### src/rtl/fb_fill_dma_pkg.sv
// -----------------------------------------------------------------------------
// fb_fill_dma_pkg
// Shared definitions for the framebuffer rectangle-fill engine and its helpers:
// framebuffer geometry, byte-strobe constant, row pitch, FSM state encoding and
// the pixel-to-bus-word packing helper.
// No ports (package).
// -----------------------------------------------------------------------------
package fb_fill_dma_pkg;

    localparam int         FB_XRES    = 80;          // pixels (words) per row
    localparam int         FB_YRES    = 60;          // rows
    localparam logic [3:0] WSTRB_WORD = 4'hF;        // full 32-bit word write
    localparam int         ROW_BYTES  = FB_XRES * 4; // byte pitch of one row

    typedef enum logic [2:0] {
        ST_IDLE     = 3'd0,
        ST_SETUP    = 3'd1,
        ST_WAIT_VBL = 3'd2,
        ST_ISSUE    = 3'd3,
        ST_STEP     = 3'd4,
        ST_FIN      = 3'd5
    } fill_state_e;

    // RGB888 pixel placed in the low three bytes of a bus word.
    function automatic logic [31:0] pack_pixel(input logic [23:0] rgb);
        return {8'h00, rgb};
    endfunction

endpackage

### src/rtl/fb_rect_clip.sv
// -----------------------------------------------------------------------------
// fb_rect_clip
// Combinational clip of a rectangle against the framebuffer bounds.
// Ports:
//   x0, y0  in  8   top-left corner
//   w,  h   in  8   requested width / height
//   ew, eh  out 8   effective (clipped) width / height
//   reject  out 1   origin lies outside the framebuffer
//   empty   out 1   clipped rectangle has no pixels
// Arithmetic is 9 bits wide so XRES-x0 and the comparisons never overflow.
// ew/eh are only meaningful when reject is low.
// -----------------------------------------------------------------------------
module fb_rect_clip
    import fb_fill_dma_pkg::*;
#(
    parameter int XRES = FB_XRES,
    parameter int YRES = FB_YRES
) (
    input  logic [7:0] x0,
    input  logic [7:0] y0,
    input  logic [7:0] w,
    input  logic [7:0] h,
    output logic [7:0] ew,
    output logic [7:0] eh,
    output logic       reject,
    output logic       empty
);

    logic [8:0] rem_x;
    logic [8:0] rem_y;

    always_comb begin
        rem_x  = 9'(XRES) - {1'b0, x0};
        rem_y  = 9'(YRES) - {1'b0, y0};
        reject = ({1'b0, x0} >= 9'(XRES)) || ({1'b0, y0} >= 9'(YRES));
        // min(w, XRES-x0): the result is never larger than w, so 8 bits suffice.
        ew     = ({1'b0, w} < rem_x) ? w : rem_x[7:0];
        eh     = ({1'b0, h} < rem_y) ? h : rem_y[7:0];
        empty  = (ew == 8'd0) || (eh == 8'd0);
    end

endmodule

### src/rtl/fb_fill_dma.sv
// -----------------------------------------------------------------------------
// fb_fill_dma
// Bus-master rectangle fill: writes one 32-bit word per pixel of a clipped
// rectangle into an XRES x YRES framebuffer through the iomem master port.
// Ports:
//   clk, reset              clock, asynchronous active-high reset
//   start                   one-cycle request, sampled only in IDLE
//   cfg_base/x0/y0/w/h/color fill description, latched on accepted start
//   vblank                  vertical blank (used only with FB_FILL_VBLANK_SYNC_EN)
//   busy, done, err         status: busy while filling, done pulse, err with done
//   mem_valid/ready/wstrb/addr/wdata  iomem master port
//   dbg_state               current FSM state for observation
// Optional build macro: FB_FILL_VBLANK_SYNC_EN -- gates bus requests on vblank
// and inserts a WAIT_VBL state between SETUP and ISSUE.
//
// Handshake: a beat is offered by holding mem_valid with stable addr/wdata/
// wstrb; it completes on the first rising edge that samples mem_ready=1 while
// mem_valid=1. mem_valid then drops for exactly one cycle (STEP) so the
// responder's registered ready can clear. mem_ready is ignored at other times.
// -----------------------------------------------------------------------------
module fb_fill_dma
    import fb_fill_dma_pkg::*;
#(
    parameter int XRES   = FB_XRES,
    parameter int YRES   = FB_YRES,
    parameter int ADDR_W = 32
) (
    input  logic              clk,
    input  logic              reset,
    input  logic              start,
    input  logic [31:0]       cfg_base,
    input  logic [7:0]        cfg_x0,
    input  logic [7:0]        cfg_y0,
    input  logic [7:0]        cfg_w,
    input  logic [7:0]        cfg_h,
    input  logic [23:0]       cfg_color,
    input  logic              vblank,
    output logic              busy,
    output logic              done,
    output logic              err,
    output logic              mem_valid,
    input  logic              mem_ready,
    output logic [3:0]        mem_wstrb,
    output logic [ADDR_W-1:0] mem_addr,
    output logic [31:0]       mem_wdata,
    output fill_state_e       dbg_state
);

    // Bytes between vertically adjacent pixels (word size taken from the
    // package pitch so both stay consistent).
    localparam logic [ADDR_W-1:0] ROW_STEP = ADDR_W'(XRES * (ROW_BYTES / FB_XRES));

    fill_state_e       state_q, state_d;

    logic [ADDR_W-1:0] lat_base;
    logic [7:0]        lat_x0, lat_y0, lat_w, lat_h;
    logic [23:0]       lat_color;

    logic [7:0]        col_q, row_q;
    logic [ADDR_W-1:0] row_addr_q;
    logic              err_q;

    logic [7:0]        ew, eh;
    logic              reject, empty;
    logic              last_col, last_row;
    logic [ADDR_W-1:0] pix_off, first_addr;
    logic              issue_ok;

    // Clip works on the latched request, which is stable for the whole fill.
    fb_rect_clip #(
        .XRES (XRES),
        .YRES (YRES)
    ) u_clip (
        .x0     (lat_x0),
        .y0     (lat_y0),
        .w      (lat_w),
        .h      (lat_h),
        .ew     (ew),
        .eh     (eh),
        .reject (reject),
        .empty  (empty)
    );

    assign last_col   = (col_q == ew - 8'd1);
    assign last_row   = (row_q == eh - 8'd1);
    assign pix_off    = ADDR_W'(lat_y0) * ADDR_W'(XRES) + ADDR_W'(lat_x0);
    assign first_addr = lat_base + (pix_off << 2);

`ifdef FB_FILL_VBLANK_SYNC_EN
    // Remembers that a beat was already offered, so a falling vblank cannot
    // withdraw mem_valid before the responder has acknowledged it.
    logic held_q;

    always_ff @(posedge clk or posedge reset) begin
        if (reset) begin
            held_q <= 1'b0;
        end else begin
            held_q <= mem_valid & ~mem_ready;
        end
    end

    assign issue_ok = vblank | held_q;
`else
    logic unused_vblank;
    assign unused_vblank = vblank;
    assign issue_ok      = 1'b1;
`endif

    // State register.
    always_ff @(posedge clk or posedge reset) begin
        if (reset) begin
            state_q <= ST_IDLE;
        end else begin
            state_q <= state_d;
        end
    end

    // Next-state logic.
    always_comb begin
        state_d = state_q;
        case (state_q)
            ST_IDLE: begin
                if (start) state_d = ST_SETUP;
            end
            ST_SETUP: begin
                if (reject || empty) begin
                    state_d = ST_FIN;
                end else begin
`ifdef FB_FILL_VBLANK_SYNC_EN
                    state_d = ST_WAIT_VBL;
`else
                    state_d = ST_ISSUE;
`endif
                end
            end
            ST_WAIT_VBL: begin
`ifdef FB_FILL_VBLANK_SYNC_EN
                if (vblank) state_d = ST_ISSUE;
`else
                state_d = ST_ISSUE;
`endif
            end
            ST_ISSUE: begin
                if (mem_valid && mem_ready) state_d = ST_STEP;
            end
            ST_STEP: begin
                state_d = (last_col && last_row) ? ST_FIN : ST_ISSUE;
            end
            ST_FIN: begin
                state_d = ST_IDLE;
            end
            default: begin
                state_d = ST_IDLE;
            end
        endcase
    end

    // Request latch, error flag and pixel walk counters.
    always_ff @(posedge clk or posedge reset) begin
        if (reset) begin
            lat_base   <= '0;
            lat_x0     <= '0;
            lat_y0     <= '0;
            lat_w      <= '0;
            lat_h      <= '0;
            lat_color  <= '0;
            col_q      <= '0;
            row_q      <= '0;
            row_addr_q <= '0;
            err_q      <= 1'b0;
        end else begin
            case (state_q)
                ST_IDLE: begin
                    if (start) begin
                        lat_base  <= ADDR_W'(cfg_base);
                        lat_x0    <= cfg_x0;
                        lat_y0    <= cfg_y0;
                        lat_w     <= cfg_w;
                        lat_h     <= cfg_h;
                        lat_color <= cfg_color;
                        err_q     <= 1'b0;
                    end
                end
                ST_SETUP: begin
                    err_q      <= reject;
                    row_addr_q <= first_addr;
                    col_q      <= '0;
                    row_q      <= '0;
                end
                ST_STEP: begin
                    if (!last_col) begin
                        col_q <= col_q + 8'd1;
                    end else if (!last_row) begin
                        col_q      <= '0;
                        row_q      <= row_q + 8'd1;
                        row_addr_q <= row_addr_q + ROW_STEP;
                    end
                end
                default: begin
                end
            endcase
        end
    end

    // Bus outputs are decoded from state, so reset removes mem_valid at once.
    always_comb begin
        mem_valid = 1'b0;
        mem_wstrb = '0;
        mem_addr  = '0;
        mem_wdata = '0;
        if (state_q == ST_ISSUE) begin
            mem_valid = issue_ok;
            mem_wstrb = WSTRB_WORD;
            mem_addr  = row_addr_q + (ADDR_W'(col_q) << 2);
            mem_wdata = pack_pixel(lat_color);
        end
    end

    assign busy      = (state_q != ST_IDLE);
    assign done      = (state_q == ST_FIN);
    assign err       = err_q;
    assign dbg_state = state_q;

endmodule

### config.mk
export PLATFORM = sky130hd
export DESIGN_NAME = fb_fill_dma
export DESIGN_NICKNAME = d
export VERILOG_FILES = /design/src/rtl/fb_fill_dma_pkg.sv /design/src/rtl/fb_rect_clip.sv /design/src/rtl/fb_fill_dma.sv
export SDC_FILE = /design/constraint.sdc
export NUM_CORES = 1
export LEC_CHECK = 0
export ABC_AREA = 1
export CORE_MARGIN = 2
export CORE_UTILIZATION = 56
export CTS_CLUSTER_SIZE = 8
export DETAILED_ROUTE_END_ITERATION = 12
export PLACE_DENSITY = 0.83
export SLEW_MARGIN = 10
export SYNTH_ARGS = -nofsm -noshare
export SYNTH_HDL_FRONTEND = slang
export SYNTH_SLANG_ARGS = --single-unit
export TNS_END_PERCENT = 20
### constraint.sdc
create_clock -name clk -period 5.6 [get_ports clk]
set_clock_uncertainty 0.1 [all_clocks]
set_input_delay 1.4 -clock clk [delete_from_list [all_inputs] [get_ports clk]]
set_output_delay 1.4 -clock clk [all_outputs]
set_load 0.01 [all_outputs]
==> impl_metrics.csv <==
group,metric,value,unit
routing,vias_per_cell,5.47,
cts,cts_inserted_buffers,17,
setup_path,crit_path_end_kind,"output port",
floorplanning,floorplan.initialDensity,0.574,
floorplanning,core.rowCount,50,
power,worst_ir_drop_vdd,0.531,mV
job,max_cap_viol_count,0,
routing,final_antenna_net_count,0,
setup_path,worstSetupPathType,"reg2out",
global_routing,number_of_global_route_vias_before_repair,10000,
cts,worst_setup_hold_path_clk_slew,0.06,ns
cells_and_area,final_cell_count_no_fill,1934,
yosys,synth-edff-count,0,
yosys,synth_adder_area_share,0.0783,
timing,timing.final.hold_violations,0,
routing,drt_pass1_iterations,8,
yosys,ys_types,45,
routing,drtIter0Drc,663,
yosys,synth.cell_area,0.0108,mm^2
floorplanning,floorplan.die_area,0.0204,mm^2
floorplanning,core,0.0188,mm^2
cts,cts.root.buffer_cell,"clkbuf_16",
cells_and_area,fillers,1587,
power,power_leakage,6.42,nW
setup_path,timing.critical_path.slowest_cell_delay,0.56,ns
routing,wl_per_cell,15.1,um
placement,dpl.cell_count,1902,
global_routing,grt_max_degree,87,
timing,max_slew_margin,0.456,
yosys,yosysWarnings,0,
setup_path,path_common_cell,"nor2_1",
cells_and_area,insertedDiodeCount,0,
yosys,syn_inst,1544,
floorplanning,die_h,143,um
cells_and_area,final_layout_size_suffix_gt1_frac,0.0700,
routing,dr_total_vias,10600,
floorplanning,die_w,143,um
yosys,post_synth_xor_area_fraction,0.0472,
yosys,yosys_most_used_dff,"dfrtp_1",
global_routing,antenna_found_initial,0,
timing,final_number_of_max_transition_violations,0,
setup_path,timing.critical_path.cells,"ha_1, fa_1, nand2_1, inv_1, nor2_1, nor2_1, nor2_1, nor2_1, o21ai_0, nand2_1, nand2_1, nand2_1, a21oi_1, nor2_1, nand2_1, nor2_1, nand3_1, nor3_1, nor3_1, clkdlybuf4s50_1",
yosys,synth-compound-area-share,0.105,
cts,clock-sinks,140,
timing,final-setup-viol-count,0,
yosys,yosys-mux-area-fraction,0.0355,
timing,tightestPinTransition,0.816,ns
setup_path,cp.arrival,3.75,ns
hold_path,hp-class,"reg2reg",
setup_path,critPathSlowestCell,"clkdlybuf4s50_1",
yosys,synth_top_cells_by_count,"349 x nand2_1, 208 x nor2_1, 181 x inv_1, 140 x dfrtp_1, 135 x nand3_1",
yosys,avgSynthCellArea,6.98,um^2
timing,final.hold.worst_slack,0.378,ns
cells_and_area,finalNetCount,1845,
cells_and_area,area_growth_syn_to_layout,21.6,%
setup_path,cp-start-kind,"register",
yosys,area_share_of_the_largest_cell_type_after_synthesis,0.325,
yosys,synth-async-reset-ratio,1.00,
power,power_per_cell_area,737,mW/mm^2
global_routing,overflow,0,
placement,dp.final_hpwl,22.0,mm
placement,gpl.final_weighted_congestion,0.947,
run_status,status,"complete, no violations",
yosys,yosysSeqAreaShare,0.325,
cts,cts_max_level,4,
global_routing,grt_first_pass_wirelength,49.1,mm
yosys,synth_simple_gate_area_share,0.316,
yosys,synth_top_family_by_area,"simple AND/OR/NAND/NOR gates",
cts,post-cts-setup-buffer-count,0,
cts,cts_buffer_depth,2,
cts,clock_insertion_delay_worst_skew,0.43,ns
setup_path,crit_path_max_fanout,6,
setup_path,worstPathRequired,4.10,ns
yosys,ys_seq_elements,140,
cells_and_area,area.sequential,0.00350,mm^2
yosys,synth.largest_area_cell,"dfrtp_1",
routing,routed_wl,29.1,mm
timing,fmax,190,MHz
cts,holdBufCountCts,0,
cts,cts_tree,"done",
cts,ctsResizeCount,0,
timing,timing.final.crit_period,5.25,ns
timing,layout_worst_path_cycle_share,0.938,
cells_and_area,multi_input_area,0.00633,mm^2
global_routing,grt_use_total,0.299,
routing,drt_drc_violations_left,0,
floorplanning,floorplan.io_pins,168,
placement,placement.io_buffers,158,
yosys,synthMostInstantiatedCell,"nand2_1",
yosys,cell_types_with_the_largest_area_share_after_synthesis,"dfrtp_1 33%, nand2_1 12%, nor2_1 7.2%",
[registers in the layout (all words and copies together) (netlist names)]
register and cells:
row_addr_q 32, dbg_state 3, row_q 8, lat_color 24, lat_x0 8, lat_h 8
lat_y0 8, lat_base 32, lat_w 8, col_q 8, err 1
[where the power goes]
part | switching, W | internal, W | total [W] | leakage, nW
registers | 0.000474 | 0.00147 | 0.00194 | 1.64
logic | 0.00402 | 0.00255 | 0.00657 | 4.48
clock network | 0.000487 | 0.000663 | 0.00115 | 0.294
total | 0.00498 | 0.00468 | 0.00966 | 6.42
[path summary, 6_finish.rpt]
path | start | endpoint | slack, ns | depth (start not counted)
worst max-delay path | col_q[0] | mem_addr[18] | 0.35 | 20
worst min-delay path | row_addr_q[2] | row_addr_q[2] | 0.38 | 2
worst max register to register | lat_x0[0] | row_addr_q[18] | 0.63 | 26
worst min register to register | row_addr_q[2] | row_addr_q[2] | 0.38 | 2
max in group asynchronous | reset | lat_x0[7] | 3.10 | 3
min in group asynchronous | reset | lat_color[15] | 1.38 | 2
[critical path: cells and delay by family, from the launching register on]
| kind | cells | cell delay [ns] |
|---|---|---|
| DFF | 1 | 0.45 |
| adders and majority gates | 2 | 0.68 |
| and+or+nand+nor | 14 | 1.25 |
| buffers and inverters | 2 | 0.61 |
| AOI/OAI and AO/OA | 2 | 0.33 |
[per-layer routing]
layer  routed length [um]  share of wire  up-vias  GRT usage
met3                 1830          0.063       40     0.0480
met4                  409          0.014        0     0.0714
met2                13700           0.47      367      0.495
met5                    0              0        -          0
met1                13200           0.45     4862      0.414
li1                     -              -     5305          -
[cell type report]
cell class	instances	share of cell area
clock buffer	17	0.0325
clock inverter	15	0.0123
inverter	186	0.0537
multi-input combinational	1171	0.483
sequential	140	0.268
tap	234	0.0224
timing repair buffer	171	0.128
[cells by family after synthesis]
group,after synthesis
other,1
flip-flops,140
multiplexers,34
adder cells (fa/ha/maj),65
buffers and inverters,241
AO/OA/AOI/OAI,212
XOR/XNOR,58
AND/OR/NAND/NOR,793
[cells in the final DEF, fill, tap and decap left out, types with 2 or more instances in the layout]
master / n
clkinv_2: 4
nand2_2: 4
inv_2: 4
nand3_1: 134
nand3_4: 2
nand4_1: 21
nor3_1: 30
dfrtp_1: 140
clkinv_4: 4
mux2_2: 34
fa_1: 4
ha_1: 61
a21o_1: 3
inv_1: 180
clkdlybuf4s50_1: 157
nand2_1: 349
nor2_2: 8
or2_2: 13
a211oi_1: 2
xor2_1: 47
o211ai_1: 2
o21bai_1: 4
conb_1: 9
xnor2_1: 11
buf_4: 13
clkbuf_16: 17
a21oi_1: 113
nor2_1: 206
nand3b_1: 6
bufinv_16: 2
o21ai_0: 72
nor4_1: 11
nor3b_1: 3
inv_6: 5
a31oi_1: 8
[stage by stage]
step / setup WS [ns] / total power, W / TNS (ns) / instance area (um^2) / util
after floorplan: 0.347 / 0.00673 / 0 / 10800 / -
after global placement: 0.759 / 0.00819 / 0 / 12500 / 0.666
after detailed placement: 0.715 / 0.00841 / 0 / 12500 / 0.666
after CTS: 0.244 / 0.00961 / 0 / 13100 / 0.697
after global routing: -0.00357 / 0.0107 / -0.00357 / 13100 / 0.698
final: 0.346 / 0.00966 / 0 / 13100 / 0.698
(Power assumes the default switching activity.)
